<file path="src/rtl/lsu_controller.sv">
// Load/store sequencer between the core data port and a ready-handshake data memory.
// Optional `LSU_TIMEOUT_EN adds a BUSY watchdog of TIMEOUT_CYCLES that aborts with err_o.
module lsu_controller #(
    parameter int unsigned TIMEOUT_CYCLES = 255
) (
    input  logic         clk_i,
    input  logic         rst_i,
    input  logic         core_req_i,
    input  logic         core_we_i,
    input  logic [2:0]   core_size_i,
    input  logic [31:0]  core_addr_i,
    input  logic [31:0]  core_wd_i,
    output logic [31:0]  core_rd_o,
    output logic         core_stall_o,
    output logic         err_o,
    output logic         mem_req_o,
    output logic         mem_we_o,
    output logic [3:0]   mem_be_o,
    output logic [31:0]  mem_addr_o,
    output logic [31:0]  mem_wd_o,
    input  logic [31:0]  mem_rd_i,
    input  logic         mem_ready_i
);

    localparam int unsigned XLEN   = 32;
    localparam int unsigned BE_W   = XLEN / 8;
    localparam int unsigned SIZE_W = 3;
`ifdef LSU_TIMEOUT_EN
    localparam int unsigned CNT_W  = $clog2(TIMEOUT_CYCLES + 1);
`endif

    typedef enum logic [1:0] {IDLE, BUSY, DONE} state_t;

    state_t            state;
    logic [SIZE_W-1:0] size_q;
    logic [1:0]        off_q;
`ifdef LSU_TIMEOUT_EN
    logic [CNT_W-1:0]  cnt_q;
`endif

    logic              illegal_c;
    logic [BE_W-1:0]   be_c;
    logic [XLEN-1:0]   wd_c;

    // Request decode: legality, byte enables and lane-replicated store data.
    always_comb begin
        illegal_c = 1'b0;
        be_c      = '0;
        wd_c      = core_wd_i;
        case (core_size_i)
            3'd0, 3'd4: begin
                be_c = BE_W'(4'b0001 << core_addr_i[1:0]);
                wd_c = {4{core_wd_i[7:0]}};
            end
            3'd1, 3'd5: begin
                be_c      = core_addr_i[1] ? 4'b1100 : 4'b0011;
                wd_c      = {2{core_wd_i[15:0]}};
                illegal_c = core_addr_i[0];
            end
            3'd2: begin
                be_c      = 4'b1111;
                illegal_c = |core_addr_i[1:0];
            end
            default: illegal_c = 1'b1;
        endcase
    end

    // Lane select and sign/zero extension of the returned memory word.
    function automatic logic [XLEN-1:0] load_ext(input logic [SIZE_W-1:0] size,
                                                 input logic [1:0]        off,
                                                 input logic [XLEN-1:0]   word);
        logic [7:0]  b;
        logic [15:0] h;
        b = 8'(word >> {off, 3'b000});
        h = 16'(word >> {off[1], 4'b0000});
        case (size)
            3'd0:    load_ext = {{24{b[7]}}, b};
            3'd4:    load_ext = {24'd0, b};
            3'd1:    load_ext = {{16{h[15]}}, h};
            3'd5:    load_ext = {16'd0, h};
            default: load_ext = word;
        endcase
    endfunction

    assign core_stall_o = ((state == IDLE) && core_req_i) || (state == BUSY);

    // Sequencer with registered memory-side and core-side outputs.
    always_ff @(posedge clk_i) begin
        if (rst_i) begin
            state      <= IDLE;
            size_q     <= '0;
            off_q      <= '0;
            mem_req_o  <= 1'b0;
            mem_we_o   <= 1'b0;
            mem_be_o   <= '0;
            mem_addr_o <= '0;
            mem_wd_o   <= '0;
            core_rd_o  <= '0;
            err_o      <= 1'b0;
`ifdef LSU_TIMEOUT_EN
            cnt_q      <= '0;
`endif
        end else begin
            err_o <= 1'b0;
            case (state)
                IDLE: begin
                    if (core_req_i) begin
                        if (illegal_c) begin
                            state     <= DONE;
                            err_o     <= 1'b1;
                            core_rd_o <= '0;
                        end else begin
                            state      <= BUSY;
                            mem_req_o  <= 1'b1;
                            mem_we_o   <= core_we_i;
                            mem_be_o   <= be_c;
                            mem_addr_o <= core_addr_i;
                            mem_wd_o   <= wd_c;
                            size_q     <= core_size_i;
                            off_q      <= core_addr_i[1:0];
`ifdef LSU_TIMEOUT_EN
                            cnt_q      <= '0;
`endif
                        end
                    end
                end
                BUSY: begin
                    if (mem_ready_i) begin
                        state     <= DONE;
                        mem_req_o <= 1'b0;
                        mem_we_o  <= 1'b0;
                        mem_be_o  <= '0;
                        if (!mem_we_o) begin
                            core_rd_o <= load_ext(size_q, off_q, mem_rd_i);
                        end
                    end
`ifdef LSU_TIMEOUT_EN
                    // Ready in the limit cycle takes precedence over the abort.
                    else if (cnt_q == CNT_W'(TIMEOUT_CYCLES - 1)) begin
                        state     <= DONE;
                        mem_req_o <= 1'b0;
                        mem_we_o  <= 1'b0;
                        mem_be_o  <= '0;
                        err_o     <= 1'b1;
                        core_rd_o <= '0;
                    end else begin
                        cnt_q <= cnt_q + CNT_W'(1);
                    end
`endif
                end
                DONE:    state <= IDLE;
                default: state <= IDLE;
            endcase
        end
    end

endmodule

</file>
<file path="config.mk">
export PLATFORM = sky130hd
export DESIGN_NAME = lsu_controller
export DESIGN_NICKNAME = d
export VERILOG_FILES = /design/src/rtl/lsu_controller.sv
export SDC_FILE = /design/constraint.sdc
export NUM_CORES = 1
export LEC_CHECK = 0
export CAP_MARGIN = 5
export CORE_MARGIN = 1
export CORE_UTILIZATION = 25
export CTS_BUF_LIST = sky130_fd_sc_hd__clkbuf_16
export DETAILED_ROUTE_END_ITERATION = 8
export MAX_ROUTING_LAYER = met4
export PLACE_DENSITY = 0.48
export SLEW_MARGIN = 20
export SYNTH_ARGS = -nofsm -noshare
export SYNTH_HDL_FRONTEND = slang
export SYNTH_SLANG_ARGS = --single-unit
</file>
<file path="constraint.sdc">
create_clock -name clk_i -period 4.87 [get_ports clk_i]
set_input_delay 1.2175 -clock clk_i [delete_from_list [all_inputs] [get_ports clk_i]]
set_output_delay 1.2175 -clock clk_i [all_outputs]
set_load 0.05 [all_outputs]
</file>
==> summary.txt, run 1 <==
Synthesis
  – Yosys reg bits: 108
  – Most frequent cells after synthesis: 134 x nand2_1, 108 x dfxtp_1, 80 x a21oi_1, 31 x nor2_1, 26 x mux2i_1
  – FFs w/ async S/R, synth: 0%
  – EDFF count, synth: 0
  – Share of the synthesized area in the top cell type: a little under half
  – Synth top area cells: dfxtp_1 46%, nand2_1 11%, a21oi_1 8.4%, mux2i_1 5.5%, o2bb2ai_1 4.2%
  – Average cell area after synthesis: roughly 8.4 um^2
  – Cells after synthesis: 564
  – Distinct cell type count after synthesis: 34
  – Post-Syn Area: 4740 um^2
  – Most common cell in the netlist: nand2_1
  – Register area share after synthesis: 45.6%
  – Area leader, netlist: dfxtp_1
  – Top FF cell, synth: dfxtp_1
  – Synth warnings: 0
  – Mapped Nets: 668

CTS
  – Post-CTS resize count: 0
  – Worst-path clk slew: 0.07 ns
  – Post-CTS Setup Inserts: 0
  – CTS max path bufs: 2
  – Clk_lat worst skew: between 0.3 and 0.4 ns
  – TritonCTS clock tree: yes
  – H-tree levels: 3
  – Number of CTS-inserted buffers: 9
  – Post-CTS Hold Fix Bufs: 0
  – Clock Tree Root: clkbuf_16
  – Clk sinks: 108

Floorplan
  – Rows: 49
  – Starting Density: between 20% and 30%
  – DIE HEIGHT: 140 um
  – Full die area: roughly 20,000 um^2
  – Core Area: approximately 18,000 um^2
  – Num ports: 208
  – Die W: 140 um

GRT
  – Initial antenna violation count: 0
  – Largest net degree at the start of global routing: 83
  – Met2 usage: 27.4%
  – Grt ovf: 0
  – Busiest layer in global routing: met2
  – Total global-route track usage: 17.2%
  – M3 GR Usage: 2.65%
  – First-pass GRT wire length: 25,600 um
  – Global routing usage on met1: 21.8%
  – Vias in the first global route: approximately 4,600

Pwr
  – Net Switching: 0.656 mW
  – Internal Power: approximately 1.6 mW
  – Clock power frac: between 30% and 40%
  – Comb pwr share: approximately 23%
  – PwrDens: 306 nW/um^2
  – VDD IR-drop max: 0.000164 V
  – Net switching share of the total power: 29.5%
  – Leak: 2.55 nW
  – Tot Pwr: ~2.2 mW
  – Sequential group share of total power: 42.8%

Setup path
  – Worst Path Arrival: 2.69 ns
  – Worst Path Max Fanout: 3
  – CP max stage delay: approximately 0.8 ns
  – R2R setup slack: 2.50 ns
  – CP max-delay cell: clkdlybuf4s50_1
  – Crit Path Category: primary input to output pin
  – Startpoint Class: primary input
  – Req. time, crit path: 3.65 ns
  – Cell family with most CP delay: buffers and inverters
  – CP endpoint kind: output pin
  – Crit path buf inv count: 2
  – Cell chain of the critical path: clkdlybuf4s50_1 > nor2_1 > nor2_1 > clkdlybuf4s50_1

STA
  – Final Hold Fails: 0
  – # setup viols final: 0
  – RSZ-0062 raised after global routing: false
  – Setup Skew: 0.00639 ns
  – Setup TNS: 0 ns
  – Final hold slack: 0.455 ns
  – Fmax: about 260 MHz
  – Slew HR: 27.9%
  – Tmin final: around 3.9 ns
  – Max-slew violation count: 0
  – Final worst-path cycle share: 80.2%
  – Worst-margin pin slew: 1.08 ns

Place
  – Port Buf Inserts: 207
  – GPL Wtd Cong: 0.843
  – Post-detail-place hpwl: 11,800 um
  – Dpl cells: between 900 and 1,000

Detailed routing
  – Routed Antenna Nets: 0
  – Via-to-Cell Ratio: 4.66
  – DRT iter0 DRCs: around 220
  – Routed length per instance: 16.7 um
  – WL final: between 15,000 and 20,000 um
  – Via count: around 4,600
  – DR pass1 iterations: 4
  – DRC: 0

Final layout
  – Layout cell share with drive strength beyond 1: 5.21%
  – Post-synthesis to final-layout area growth: 53.2%
  – Nets@finish: 849
  – Layout Cells excl Fill: around 1,000
  – Diode count: 0
  – Fillers: ~1,900
  – Post-layout util: 39.7%

Run status
  – Status: finished clean

Worst hold path
  – Hold Path Class: register to register

Job
  – MaxCap Viol Count: 0
-- path summary, 6_finish.rpt --
kind / startpoint / end / cells past startpoint
worst max register to register: mem_addr_o[1] / core_rd_o[15] / 4
worst min register to register: mem_wd_o[3] / mem_wd_o[3] / 2
worst max-delay path: core_req_i / core_stall_o / 4
worst min-delay path: mem_wd_o[3] / mem_wd_o[3] / 2
-- cells in the final DEF (no fill, tap or decap), drive strengths merged --
master / netlist / routed
nor2b: 9 / 9
clkbuf: 17 / 9
o32ai: 4 / 4
nand2: 135 / 135
mux2: 7 / 7
or3: 1 / 1
mux4: 1 / 1
o2bb2ai: 23 / 23
nor2: 31 / 31
buf: 28 / 9
or3b: 1 / 1
dfxtp: 108 / 108
clkdlybuf4s50: 0 / 206
bufinv: 0 / 2
a21oi: 81 / 81
inv: 7 / 9
nor3: 3 / 3
mux2i: 26 / 26
o311a: 2 / 2
nor3b: 3 / 3
a32o: 8 / 8
a311oi: 8 / 8
nand2b: 19 / 19
o21ai: 28 / 28
a211oi: 10 / 10
or2: 1 / 1
o21a: 1 / 1
nor4: 2 / 2
clkinv: 0 / 1
-- layer usage --
| metal | wire, um | part of all wire [%] |
|---|---|---|
| met4 | 366 | 2.2 |
| met1 | 7620 | 47 |
| met5 | 0 | 0 |
| met2 | 7750 | 47 |
| met3 | 623 | 3.8 |
-- flip-flops by register name, indices dropped and copies added, names as in the netlist --
register / flops
core_rd_o: 32
err_o: 1
mem_addr_o: 32
mem_be_o: 4
mem_req_o: 1
mem_wd_o: 32
mem_we_o: 1
size_q: 3
state: 2
-- power by group through the flow --
stage                     Combinational [mW]  Sequential, mW  Clock [mW]
after CTS                              0.514           0.952       0.790
final                                  0.510           0.952       0.763
after global routing                   0.545           0.957       0.827
after detailed placement               0.513           0.972           0
after global placement                 0.512           0.970           0
after floorplan                        0.170            1.10           0
-- final cells by class --
cell class | instances | area, um^2 | area share [%]
Clock buffer | 9 | 225 | 3.10
Clock inverter | 5 | 71.3 | 0.982
Inverter | 7 | 26.3 | 0.362
Multi-Input combinational cell | 404 | 2350 | 32.4
Sequential cell | 108 | 2160 | 29.8
Tap cell | 229 | 287 | 3.95
Timing Repair Buffer | 215 | 2140 | 29.5
-- stage by stage --
stage	area [um^2]	setup WS, ns
final	7260	0.964
after global routing	7260	0.924
after CTS	7260	0.958
after detailed placement	6960	0.963
after global placement	6960	0.987
after floorplan	4740	1.76
-- worst reg2reg max path: stages (launching register included) --
cell and delay (ns):
dfxtp_1 0.96, mux4_2 0.64, a21oi_4 0.27, o21ai_1 0.14, a32o_1 0.26
-- logic make-up after synthesis --
kind of cell    after synthesis  share of synthesized area [%]
simple gates                205                           19.3
mux                          34                           7.63
compound gates              165                           22.2
flops                       108                           45.6
buf+inv                      52                           5.25
No activity file was read; power rests on OpenSTA's default activity.
==> inputs of run 2 (changes only) <==
--- a/config.mk
+++ b/config.mk
@@ -11,7 +11,7 @@
 export CTS_BUF_LIST = sky130_fd_sc_hd__clkbuf_16
 export DETAILED_ROUTE_END_ITERATION = 8
 export MAX_ROUTING_LAYER = met4
-export PLACE_DENSITY = 0.48
+export PLACE_DENSITY = 0.5
 export SLEW_MARGIN = 20
 export SYNTH_ARGS = -nofsm -noshare
 export SYNTH_HDL_FRONTEND = slang
==> constraint.sdc (replaced) <==
create_clock -name clk_i -period 3.4 [get_ports clk_i]
set_input_delay 0.85 -clock clk_i [delete_from_list [all_inputs] [get_ports clk_i]]
set_output_delay 0.85 -clock clk_i [all_outputs]
set_load 0.05 [all_outputs]
==> summary.txt, run 2 (same netlist as run 1, synthesis figures left out) <==
Setup path
  – Cell family with most CP delay: buffers and inverters
  – CP max stage delay: 0.86 ns
  – Crit Path Category: register to output pin
  – Startpoint Class: register
  – Req. time, crit path: 2.55 ns
  – Worst Path Max Fanout: 22
  – Worst Path Arrival: 1.81 ns
  – CP endpoint kind: output pin
  – Crit path buf inv count: 2
  – CP max-delay cell: clkdlybuf4s50_1
  – Cell chain of the critical path: buf_4 > clkdlybuf4s50_1

Final layout
  – Nets@finish: 851
  – Diode count: 0
  – Post-synthesis to final-layout area growth: 53.5%
  – Commonest non-fill, non-tap cell in the layout: clkdlybuf4s50_1
  – Most frequent cells in the layout: 205 x clkdlybuf4s50_1, 134 x nand2_1, 108 x dfxtp_1
  – Largest regs: core_rd_o (32), mem_addr_o (32), mem_wd_o (32)
  – Layout cell share with drive strength beyond 1: 6.38%

Detailed routing
  – Via count: 4,639
  – DRC: 0
  – Routed Antenna Nets: 0
  – DRT iter0 DRCs: 294
  – Routed length per instance: 16.8 um
  – Via-to-Cell Ratio: 4.73
  – WL final: 16,500 um
  – DR pass1 iterations: 4

Floorplan
  – Starting Density: 25.9%
  – Full die area: 19,500 um^2
  – Core Area: 18,300 um^2
  – Rows: 49
  – DIE HEIGHT: 140 um
  – Die W: between 100 and 150 um
  – Num ports: 208

Place
  – GPL Wtd Cong: 0.837
  – Port Buf Inserts: ~210
  – Post-detail-place hpwl: 12,100 um

Pwr
  – VDD IR-drop max: between 0.0002 and 0.00025 V
  – Leak: approximately 2.6 nW
  – PwrDens: about 430 nW/um^2

GRT
  – Grt ovf: 0
  – Initial antenna violation count: 0
  – Vias in the first global route: 4,569
  – Total global-route track usage: approximately 18%
  – First-pass GRT wire length: 25,800 um
  – Largest net degree at the start of global routing: 71

CTS
  – TritonCTS clock tree: yes
  – Worst-path clk slew: 0.08 ns
  – Post-CTS resize count: 0
  – Clk sinks: around 110
  – CTS max path bufs: 2
  – H-tree levels: 3
  – Number of CTS-inserted buffers: 9
  – Clk_lat worst skew: approximately 0.35 ns
  – Post-CTS Hold Fix Bufs: 0
  – Post-CTS Setup Inserts: 0
  – Clock Tree Root: clkbuf_16

STA
  – Final hold slack: 0.455 ns
  – Setup Skew: 0.00744 ns
  – Fmax: 377 MHz
  – Worst-margin pin slew: 0.796 ns
  – RSZ-0062 raised after global routing: false
  – Final worst-path cycle share: 78.1%
  – Tmin final: 2.66 ns
  – Slew HR: 46.9%
  – Setup TNS: 0 ns
  – # setup viols final: 0
  – Final Hold Fails: 0
  – Max-slew violation count: 0

Run status
  – Status: finished clean

Job
  – MaxCap Viol Count: 0

Worst hold path
  – Hold Path Class: register to register
run 2: changes by cell type in the layout (fill, tap and decap cells not counted), moves of 2 or more:
cell | before | now
inv_6 | 0 | 3
buf_4 | 7 | 9
clkinvlp_4 | 0 | 2
clkinv_4 | 0 | 2
bufinv_16 | 2 | 0
inv_1 | 9 | 7
run 2: layer usage:
layer  vias to the layer above  global-route usage [%]  wire, um
met5                         -                       -         0
met4                         0                    6.48       312
met3                        18                    3.37       724
met2                       135                    28.0      8100
met1                      2163                    21.9      7340
li1                       2323                       -         -
run 2: cell type report:
| class | count | area, um^2 |
|---|---|---|
| Inverter | 7 | 26.3 |
| Fill cell | 1863 | 11000 |
| Clock buffer | 9 | 225 |
| Clock inverter | 7 | 58.8 |
| Sequential cell | 108 | 2160 |
| Multi-Input combinational cell | 404 | 2350 |
| Tap cell | 229 | 287 |
| Timing Repair Buffer | 217 | 2160 |
run 2: worst register-to-register path, cell delays in order, from the launching register on:
cell and delay (ns):
dfxtp_1 0.31, buf_4 0.28, mux4_2 0.58, a21oi_4 0.27, o21ai_1 0.13, a32o_1 0.26
run 2: report_power, final:
group          total, mW  internal, mW  switching (mW)
clock               1.02         0.508           0.516
sequential          1.36          1.32          0.0374
combinational      0.739         0.297           0.442
run 2: final timing paths:
path / startpoint / end / slack, ns / cells after the start
worst max-delay path: mem_addr_o[1] / mem_addr_o[1] / 0.74 / 2
worst min-delay path: mem_wd_o[31] / mem_wd_o[31] / 0.45 / 2
worst max register to register: mem_addr_o[1] / core_rd_o[15] / 1.47 / 5
worst min register to register: mem_wd_o[31] / mem_wd_o[31] / 0.45 / 2
run 2: through the flow:
stage | setup WS, ns | util, % | instance area [um^2] | power (mW) | instances
floorplan | 1.02 | - | 4740 | 1.81 | 564
global placement | 0.632 | 38.3 | 6990 | 2.12 | 965
detailed placement | 0.566 | 38.3 | 6990 | 2.13 | 965
CTS | 0.725 | 39.8 | 7270 | 3.18 | 981
global route | 0.685 | 39.8 | 7280 | 3.27 | 981
finish | 0.745 | 39.8 | 7280 | 3.12 | 981
